File: src/rtl/seq_muldiv_unit.sv
// Sequential multiply/divide unit: radix-2 shift-add multiply, restoring divide, architectural HI/LO.
// Define MULDIV_SIGNED_EN to make ops 00/10 signed (magnitude datapath plus a FIX sign-correction cycle).
module seq_muldiv_unit #(
    parameter int DATA_W = 32,
    parameter int CNT_W  = $clog2(DATA_W) + 1
) (
    input  logic              clk,
    input  logic              rst_b,
    input  logic              md_valid_in,
    input  logic [1:0]        md_op_in,
    input  logic [DATA_W-1:0] md_rs_data_in,
    input  logic [DATA_W-1:0] md_rt_data_in,
    input  logic              md_flush_in,
    input  logic [1:0]        md_hilo_we_in,
    input  logic [DATA_W-1:0] md_hilo_data_in,
    output logic              md_ready_out,
    output logic              md_busy_out,
    output logic              md_done_out,
    output logic [DATA_W-1:0] md_hi_out,
    output logic [DATA_W-1:0] md_lo_out,
    output logic              md_div_by_zero_out,
    output logic [1:0]        md_state_out
);

    typedef enum logic [1:0] {
        S_IDLE = 2'd0,
        S_RUN  = 2'd1,
        S_FIX  = 2'd2,
        S_DONE = 2'd3
    } state_t;

    state_t            state_q, state_d;
    logic [CNT_W-1:0]  cnt_q, cnt_d;
    logic [DATA_W-1:0] acc_q, acc_d;
    logic [DATA_W-1:0] shq_q, shq_d;
    logic [DATA_W-1:0] opb_q, opb_d;
    logic [DATA_W-1:0] hi_q, hi_d;
    logic [DATA_W-1:0] lo_q, lo_d;
    logic              is_div_q, is_div_d;
    logic              neg_q, neg_d;
    logic              rneg_q, rneg_d;
    logic              dbz_q, dbz_d;

    logic              accept;
    logic              op_signed;
    logic              rs_neg, rt_neg;
    logic [DATA_W-1:0] rs_mag, rt_mag;

    assign accept = (state_q == S_IDLE) && md_valid_in && !md_flush_in;

`ifdef MULDIV_SIGNED_EN
    assign op_signed = ~md_op_in[0];
`else
    assign op_signed = 1'b0;
`endif

    assign rs_neg = op_signed & md_rs_data_in[DATA_W-1];
    assign rt_neg = op_signed & md_rt_data_in[DATA_W-1];
    assign rs_mag = rs_neg ? -md_rs_data_in : md_rs_data_in;
    assign rt_mag = rt_neg ? -md_rt_data_in : md_rt_data_in;

    // acc holds the product high half / partial remainder; shq holds the multiplier / dividend-then-quotient.
    logic [DATA_W:0]   mul_sum;
    logic [DATA_W:0]   div_trial;
    logic              div_ok;
    logic [DATA_W-1:0] step_acc, step_shq;
    logic [2*DATA_W-1:0] prod_neg;

    always_comb begin
        mul_sum   = {1'b0, acc_q} + (shq_q[0] ? {1'b0, opb_q} : {(DATA_W+1){1'b0}});
        div_trial = {acc_q, shq_q[DATA_W-1]} - {1'b0, opb_q};
        div_ok    = ~div_trial[DATA_W];
        prod_neg  = -{acc_q, shq_q};
        if (is_div_q) begin
            step_acc = div_ok ? div_trial[DATA_W-1:0] : {acc_q[DATA_W-2:0], shq_q[DATA_W-1]};
            step_shq = {shq_q[DATA_W-2:0], div_ok};
        end else begin
            step_acc = mul_sum[DATA_W:1];
            step_shq = {mul_sum[0], shq_q[DATA_W-1:1]};
        end
    end

    always_comb begin
        state_d  = state_q;
        cnt_d    = cnt_q;
        acc_d    = acc_q;
        shq_d    = shq_q;
        opb_d    = opb_q;
        hi_d     = hi_q;
        lo_d     = lo_q;
        is_div_d = is_div_q;
        neg_d    = neg_q;
        rneg_d   = rneg_q;
        dbz_d    = dbz_q;

        case (state_q)
            S_IDLE: begin
                if (md_hilo_we_in[1]) hi_d = md_hilo_data_in;
                if (md_hilo_we_in[0]) lo_d = md_hilo_data_in;
                if (accept) begin
                    dbz_d    = 1'b0;
                    cnt_d    = CNT_W'(DATA_W - 1);
                    is_div_d = md_op_in[1];
                    neg_d    = rs_neg ^ rt_neg;
                    rneg_d   = rs_neg;
                    acc_d    = '0;
                    if (md_op_in[1]) begin
                        shq_d = rs_mag;
                        opb_d = rt_mag;
                        if (md_rt_data_in == '0) begin
                            hi_d    = md_rs_data_in;
                            lo_d    = '1;
                            dbz_d   = 1'b1;
                            state_d = S_DONE;
                        end else begin
                            state_d = S_RUN;
                        end
                    end else begin
                        shq_d   = rt_mag;
                        opb_d   = rs_mag;
                        state_d = S_RUN;
                    end
                end
            end
            S_RUN: begin
                if (md_flush_in) begin
                    state_d = S_IDLE;
                end else begin
                    acc_d = step_acc;
                    shq_d = step_shq;
                    if (cnt_q == '0) begin
`ifdef MULDIV_SIGNED_EN
                        state_d = S_FIX;
`else
                        hi_d    = step_acc;
                        lo_d    = step_shq;
                        state_d = S_DONE;
`endif
                    end else begin
                        cnt_d = cnt_q - 1'b1;
                    end
                end
            end
            S_FIX: begin
                if (md_flush_in) begin
                    state_d = S_IDLE;
                end else begin
                    if (is_div_q) begin
                        lo_d = neg_q  ? -shq_q : shq_q;
                        hi_d = rneg_q ? -acc_q : acc_q;
                    end else if (neg_q) begin
                        {hi_d, lo_d} = prod_neg;
                    end else begin
                        hi_d = acc_q;
                        lo_d = shq_q;
                    end
                    state_d = S_DONE;
                end
            end
            // Result is already architectural in DONE, so a flush here cannot squash it.
            S_DONE: state_d = S_IDLE;
            default: state_d = S_IDLE;
        endcase
    end

    always_ff @(posedge clk or negedge rst_b) begin
        if (!rst_b) begin
            state_q  <= S_IDLE;
            cnt_q    <= '0;
            acc_q    <= '0;
            shq_q    <= '0;
            opb_q    <= '0;
            hi_q     <= '0;
            lo_q     <= '0;
            is_div_q <= 1'b0;
            neg_q    <= 1'b0;
            rneg_q   <= 1'b0;
            dbz_q    <= 1'b0;
        end else begin
            state_q  <= state_d;
            cnt_q    <= cnt_d;
            acc_q    <= acc_d;
            shq_q    <= shq_d;
            opb_q    <= opb_d;
            hi_q     <= hi_d;
            lo_q     <= lo_d;
            is_div_q <= is_div_d;
            neg_q    <= neg_d;
            rneg_q   <= rneg_d;
            dbz_q    <= dbz_d;
        end
    end

    assign md_ready_out       = (state_q == S_IDLE);
    assign md_busy_out        = (state_q != S_IDLE);
    assign md_done_out        = (state_q == S_DONE);
    assign md_hi_out          = hi_q;
    assign md_lo_out          = lo_q;
    assign md_div_by_zero_out = dbz_q;
    assign md_state_out       = state_q;

endmodule

File: config.mk
export PLATFORM = sky130hd
export DESIGN_NAME = seq_muldiv_unit
export DESIGN_NICKNAME = d
export VERILOG_FILES = /design/src/rtl/seq_muldiv_unit.sv
export SDC_FILE = /design/constraint.sdc
export NUM_CORES = 1
export LEC_CHECK = 0
export CAP_MARGIN = 0
export CORE_MARGIN = 3
export CORE_UTILIZATION = 30
export DETAILED_ROUTE_END_ITERATION = 8
export DONT_BUFFER_PORTS = 1
export SYNTH_ARGS = -nofsm -noshare
export SYNTH_HDL_FRONTEND = slang
export SYNTH_SLANG_ARGS = --single-unit
File: constraint.sdc
create_clock -name clk -period 3.5 [get_ports clk]
set_input_delay 0.175 -clock clk [delete_from_list [all_inputs] [get_ports clk]]
set_output_delay 0.175 -clock clk [all_outputs]
set_load 0.005 [all_outputs]
==> results of run 1 <==
## power by group
| group | leakage [nW] | internal (mW) | switching, mW |
|---|---|---|---|
| Combinational | 5.26 | 4.84 | 6.96 |
| Clock | 0.280 | 1.10 | 0.890 |
| Sequential | 2.11 | 2.89 | 1.15 |
| Total | 7.64 | 8.83 | 9.01 |
## cells in the final DEF, fill, tap and decap left out, types with 38 or more instances in the layout
master / n
sky130_fd_sc_hd__nor2_1: 128
sky130_fd_sc_hd__mux2_2: 44
sky130_fd_sc_hd__a21oi_1: 154
sky130_fd_sc_hd__inv_1: 46
sky130_fd_sc_hd__buf_4: 136
sky130_fd_sc_hd__and2_1: 38
sky130_fd_sc_hd__mux2i_1: 107
sky130_fd_sc_hd__dlygate4sd3_1: 96
sky130_fd_sc_hd__dfrtp_1: 167
sky130_fd_sc_hd__o21ai_0: 158
sky130_fd_sc_hd__ha_1: 67
sky130_fd_sc_hd__nand2_1: 299
sky130_fd_sc_hd__nand3_1: 65
## cells by family after synthesis
family | after synthesis | synth area share, %
AO/OA/AOI/OAI | 543 | 23.6
adder cells (fa/ha/maj) | 73 | 6.72
AND/OR/NAND/NOR | 607 | 19.3
flip-flops | 170 | 30.8
buffers and inverters | 158 | 4.45
multiplexers | 151 | 11.3
XOR/XNOR | 60 | 3.80
## worst paths after layout
kind	from	end	cells after the start
max	shq_q[0]	md_hi_out[29]	14
min	rst_b	md_lo_out[5]	0
max reg2reg	shq_q[0]	md_hi_out[29]	14
min reg2reg	md_div_by_zero_out	md_div_by_zero_out	2
max in group asynchronous	rst_b	is_div_q	0
min in group clk	md_hilo_data_in[27]	md_lo_out[27]	2
## metrics by stage
stage	setup TNS [ps]	setup slack, ps	hold slack, ps	power (mW)	area (µm²)
2_1_floorplan	0	181	-121	11.0	13800
3_3_place_gp	-1120	-178	-116	15.0	15300
3_5_place_dp	-1890	-227	-118	15.1	15300
4_1_cts	-26.1	-26.1	-608	17.5	17000
5_1_grt	-178	-68.1	-599	19.1	17100
6_report	0	36.1	-588	17.8	17100
## worst max-delay path, delay by kind of cell, from the launching register on
family,cells,cell delay (ps)
flip-flops,1,480
AO/OA/AOI/OAI,6,1410
XOR/XNOR,1,210
buffers and inverters,2,360
AND/OR/NAND/NOR,4,640
adder cells (fa/ha/maj),1,290
## cell type report
type | count | area, µm²
Clock inverter | 12 | 139
Tap cell | 600 | 751
Inverter | 46 | 173
Multi-Input combinational cell | 1435 | 9190
Clock buffer | 20 | 457
Timing Repair Buffer | 243 | 2180
Fill cell | 4757 | 28300
Sequential cell | 170 | 4260
## registers in the layout, summed over array words and instances, names as in the netlist, 2 cells and up
name,flops
acc_q,32
cnt_q,6
md_hi_out,32
md_lo_out,32
md_state_out,2
opb_q,32
shq_q,32
## per-layer routing
metal / wire (µm) / vias up
li1: - / 6594
met1: 23500 / 7056
met2: 26100 / 656
met3: 5090 / 140
met4: 2060 / 0
met5: 0 / -
## timing repair
action	CTS	global route
gates cloned	1	0
setup buffers	3	3
gates resized for setup	19	31
pin swaps	5	25
endpoints found under the setup margin	28	41
endpoints found under the hold margin	235	170
==> impl_results.md, run 1 <==
* Post-synth top cells: sky130_fd_sc_hd__nand2_1 (301), sky130_fd_sc_hd__dfrtp_1 (170), sky130_fd_sc_hd__o21ai_0 (164)
* GRT overflow at 0
* Number of buffers created by CTS at 17
* CP arrival at 3860 ps
* Global-route track usage on met1 at 29.1%
* Share of the core filled with cells in the final layout at 37.7%
* Crit path required time at 3890 ps
* Via count of the first global-routing pass at 13,867
* Pre-Repair DR Iteration Count at 5
* Most frequently used cell type in the post-synthesis netlist: sky130_fd_sc_hd__nand2_1
* Type of the worst setup path: flop to flop
* Final weighted congestion in routability-driven placement at 0.971
* Type of element launching the critical path: flop
* Final non-filler cell total at 2,526
* Most area-consuming cells after synthesis: sky130_fd_sc_hd__dfrtp_1 (31%), sky130_fd_sc_hd__nand2_1 (8.2%), sky130_fd_sc_hd__mux2i_1 (7.8%)
* Yosys warns at 0
* Clock Root Buffer: sky130_fd_sc_hd__clkbuf_16
* Largest fanout on the critical path at 6
* Placed insts at 2,390
* Grt met2 use at 36.4%
* CTS tree: done
* Post-synth design cell area at 13,800 µm²
* Number of nets with antenna violations after detailed routing at 0
* Height of the chip at 221 µm
* Number of buffers on the longest clock path at 2
* Fraction of registers with async set or reset after synthesis at 100%
* Floorplan row count at 78
* Synth Net Count at 1,939
* Top-area cell type share of the netlist area at 30.8%
* Count of clock tree sinks at 170
* Total count of max-transition violations in the final report at 0
* Count of max-cap constraint violations at 0
* Pwr/cell area at approximately 1000 nW/µm²
* CTS Hold Buffers Added at 97
* Final wirelength at 56.7 mm
* Placeable core region at 45,500 µm²
* Worst Hold Slack at -588 ps
* Synth unique cells at 75
* DR WL/cell at 22.4 µm
* Final critical delay including setup and external delays at around 3500 ps
* First-pass GRT wire length at 84.2 mm
* Ant diodes at 0
* Max stage delay cell, worst path: sky130_fd_sc_hd__dfrtp_2
* FF+latch count, synth at 170
* Floorplan die area at 48,700 µm²
* Most crowded layer after global routing: met2
* DRC violation count after routing at 0
* Syn_area_per_cell at 7.84 µm²
* Number of flops mapped to enable cells by yosys at 0
* Peak VDD IR at 0.701 mV
* Share of layout cells above drive strength 1 at 14.2%
* Gate Count Post-Synth at 1,762
* Class of the tightest hold or removal check: primary input to async pin
* Failing checks: negative hold slack
* Sequential area share after synthesis at a little under a third
* Upper clock frequency limit at 0.289 GHz
* GRT Util Overall at 22.5%
* Finish-stage setup viols at 0
* Crit end category: flop
* Io pins at 174
* Worst-Skew Late Latency at 460 ps
* Commonest register cell after synthesis: sky130_fd_sc_hd__dfrtp_1
* Remaining max-slew budget at the tightest pin at ~16%
* Status: complete, but fails checks
* Clock skew after layout at 13.8 ps
* Starting DRC count in detailed routing at ~1,500
* Final critical-path share of the clock period at 99.0%
* Clock-pin slew of the registers on the worst-case setup and hold paths at 70 ps
* Crit-path max cell delay at 480 ps
* Number of input and output port buffers inserted at 0
* Setup repair after global routing missed its margin: true
* Number of H-tree levels at 4
* Number of hold violations in the final report at 170
* Total Nets Final at 2,090
* DP HPWL at 41.6 mm
* Leading area contributor after synthesis: sky130_fd_sc_hd__dfrtp_1
* Leakage at 7.64 nW
* Worst path cell trace: buf_6 -> and2_1 -> ha_1 -> nand2_1 -> or3_4 -> a311o_1 -> a2111oi_4 -> buf_4 -> nor3_4 -> o21ai_2 -> xor2_1 -> o21ai_1 -> o211ai_1 -> a22o_1
* Global routing usage on met3 at 6.04%
* Slew at the pin closest to its max-slew limit at ~1300 ps
* Layout Area Growth over Synthesis at 24.1%
* Width of the die at ~220 µm
* Initial antenna violation count at 1
* Pin count of the biggest net entering global routing at approximately 170
* Total via count after detailed routing at 14,446
* Post-detailed-route via-to-cell ratio at 5.72
* Worst reg-to-reg setup slack at 40 ps
* Initial standard-cell utilization of the core at 30.4%
Power figures use the tool's default switching activity.
==> run 2, diff against run 1 <==
==> constraint.sdc (replaced) <==
create_clock -name clk -period 4.15 [get_ports clk]
set_input_delay 0.2075 -clock clk [delete_from_list [all_inputs] [get_ports clk]]
set_output_delay 0.2075 -clock clk [all_outputs]
set_load 0.005 [all_outputs]
==> impl_results.md, run 2 (same netlist as run 1, synthesis figures left out) <==
* Clock-pin slew of the registers on the worst-case setup and hold paths at 70 ps
* Final critical delay including setup and external delays at 3950 ps
* Final setup TNS at 0 ps
* Number of input and output port buffers inserted at 0
* Total count of max-transition violations in the final report at 0
* Placed insts at between 2,000 and 2,500
* Total setup buffers inserted after CTS at 0
* Initial standard-cell utilization of the core at between 30 and 40%
* First-pass GRT wire length at 78.8 mm
* Initial antenna violation count at 1
* Clock skew after layout at 10.9 ps
* Top library cells by usage in the layout, fill and taps aside: sky130_fd_sc_hd__nand2_1 (300), sky130_fd_sc_hd__dfrtp_1 (168), sky130_fd_sc_hd__o21ai_0 (164)
* Pin count of the biggest net entering global routing at 171
* Worst-Skew Late Latency at approximately 460 ps
* Type of element launching the critical path: flop
* Number of buffers created by CTS at 17
* Final wirelength at 53.0 mm
* Height of the chip at 221 µm
* Io pins at 174
* Total via count after detailed routing at ~14,000
* Final weighted congestion in routability-driven placement at 0.929
* Count of max-cap constraint violations at 0
* DP HPWL at slightly below 40 mm
* Status: complete, but fails checks
* Type of the worst setup path: flop to flop
* Class of the tightest hold or removal check: primary input to flop
* Starting DRC count in detailed routing at about 1,300
* Final non-filler cell total at 2,396
* Failing checks: negative hold slack
* Launching element of the worst setup path: shq_q[31]
* Leakage at 6.98 nW
* Number of buffers on the longest clock path at 2
* Most common cell after layout, fill and taps aside: sky130_fd_sc_hd__nand2_1
* Floorplan die area at 48,700 µm²
* CTS tree: done
* Setup repair after global routing missed its margin: false
* Largest fanout on the critical path at 18
* GRT overflow at 0
* Via count of the first global-routing pass at 12,898
* GRT Util Overall at about a fifth
* Crit end category: flop
* Worst hold path startpoint: md_rs_data_in[6]
* Share of layout cells above drive strength 1 at under 10%
* Pre-Repair DR Iteration Count at 5
* Finish-stage setup viols at 0
* Total Nets Final at 1,960
* Post-detailed-route via-to-cell ratio at 5.70
* Placeable core region at 45,500 µm²
* Number of nets with antenna violations after detailed routing at 0
* Number of hold violations in the final report at 1
* Remaining max-slew budget at the tightest pin at a little under two fifths
* Reg-to-reg startpoint: shq_q[31]
* DR WL/cell at 22.1 µm
* Final critical-path share of the clock period at a little over nine tenths
* Pwr/cell area at 869 nW/µm²
* Worst Hold Slack at -0.525 ps
* Floorplan row count at 78
* Peak VDD IR at about 0.76 mV
* Share of the core filled with cells in the final layout at 35.0%
* DRC violation count after routing at 0
* Clock Root Buffer: sky130_fd_sc_hd__clkbuf_16
* Count of clock tree sinks at 170
* Width of the die at 221 µm
* Layout Area Growth over Synthesis at 15.1%
* Slew at the pin closest to its max-slew limit at 931 ps
* CP arrival at 4240 ps
* Number of H-tree levels at 4
* Crit path required time at between 4000 and 5000 ps
* Upper clock frequency limit at 0.253 GHz
## run 2: cell types whose count changed in the layout (fill, tap and decap cells not counted), sizes merged
cell,delta
bufinv,+2
clkinv,-1
clkbuf,+1
buf,-107
clkinvlp,-1
diode,+1
dlygate4sd3,-22
nand2,-1
inv,-2
## run 2: power breakdown
part	switching (mW)	internal [mW]
Sequential	1.02	2.44
Combinational	5.33	3.26
Clock	0.731	1.05
## run 2: cell type report
cell class / instances / area [µm²]
fillers: 4795 / 29600
clock inverters: 10 / 165
multi-input cells: 1434 / 8990
repair buffers: 114 / 1100
diodes: 1 / 2.50
clock buffers: 21 / 470
flip-flops and latches: 170 / 4260
well taps: 600 / 751
inverters: 46 / 173
## run 2: per-stage QoR
step	area, µm²	power [mW]	setup WS, ps	hold slack [ps]
final	15900	13.8	199	-0.525
after global routing	15900	14.9	25.2	10.1
after CTS	15900	13.7	225	0.252
after detailed placement	14500	11.8	230	-85.5
after global placement	14500	11.7	302	-84.5
after floorplan	13800	9.28	831	-88.1
## run 2: worst paths after layout
path	end	slack (ps)	depth (start not counted)
max	md_hi_out[26]	200	13
min	opb_q[6]	-0.5	2
max reg2reg	md_hi_out[26]	200	13
min reg2reg	opb_q[19]	510	2
max in group asynchronous	is_div_q	2930	2
min in group asynchronous	md_hi_out[1]	460	2
## run 2: routing by layer
| metal | part of all wire, % | track usage, % | routed length, µm |
|---|---|---|---|
| met5 | 0 | 0 | 0 |
| met4 | 2.8 | 6.29 | 1480 |
| met3 | 8.8 | 6.03 | 4680 |
| met2 | 46 | 33.9 | 24500 |
| met1 | 42 | 27.6 | 22300 |
## run 2: what timing repair did
action / in CTS / in global routing
hold buffers: 75 / 1
resized for setup: 0 / 1
endpoints found under the hold margin: 218 / 1
endpoints found under the setup margin: 0 / 1
## run 2: worst max-delay path, stage by stage (launching register included)
cell and delay, ps:
sky130_fd_sc_hd__dfrtp_1 370, sky130_fd_sc_hd__inv_1 150, sky130_fd_sc_hd__ha_1 280, sky130_fd_sc_hd__fa_1 430, sky130_fd_sc_hd__nand2b_1 190, sky130_fd_sc_hd__a211o_1 290
sky130_fd_sc_hd__a21oi_1 250, sky130_fd_sc_hd__o21ai_1 180, sky130_fd_sc_hd__a21o_1 270, sky130_fd_sc_hd__a211o_2 420, sky130_fd_sc_hd__nand2_8 230, sky130_fd_sc_hd__mux2_2 360
sky130_fd_sc_hd__a22oi_1 220, sky130_fd_sc_hd__a31oi_1 130
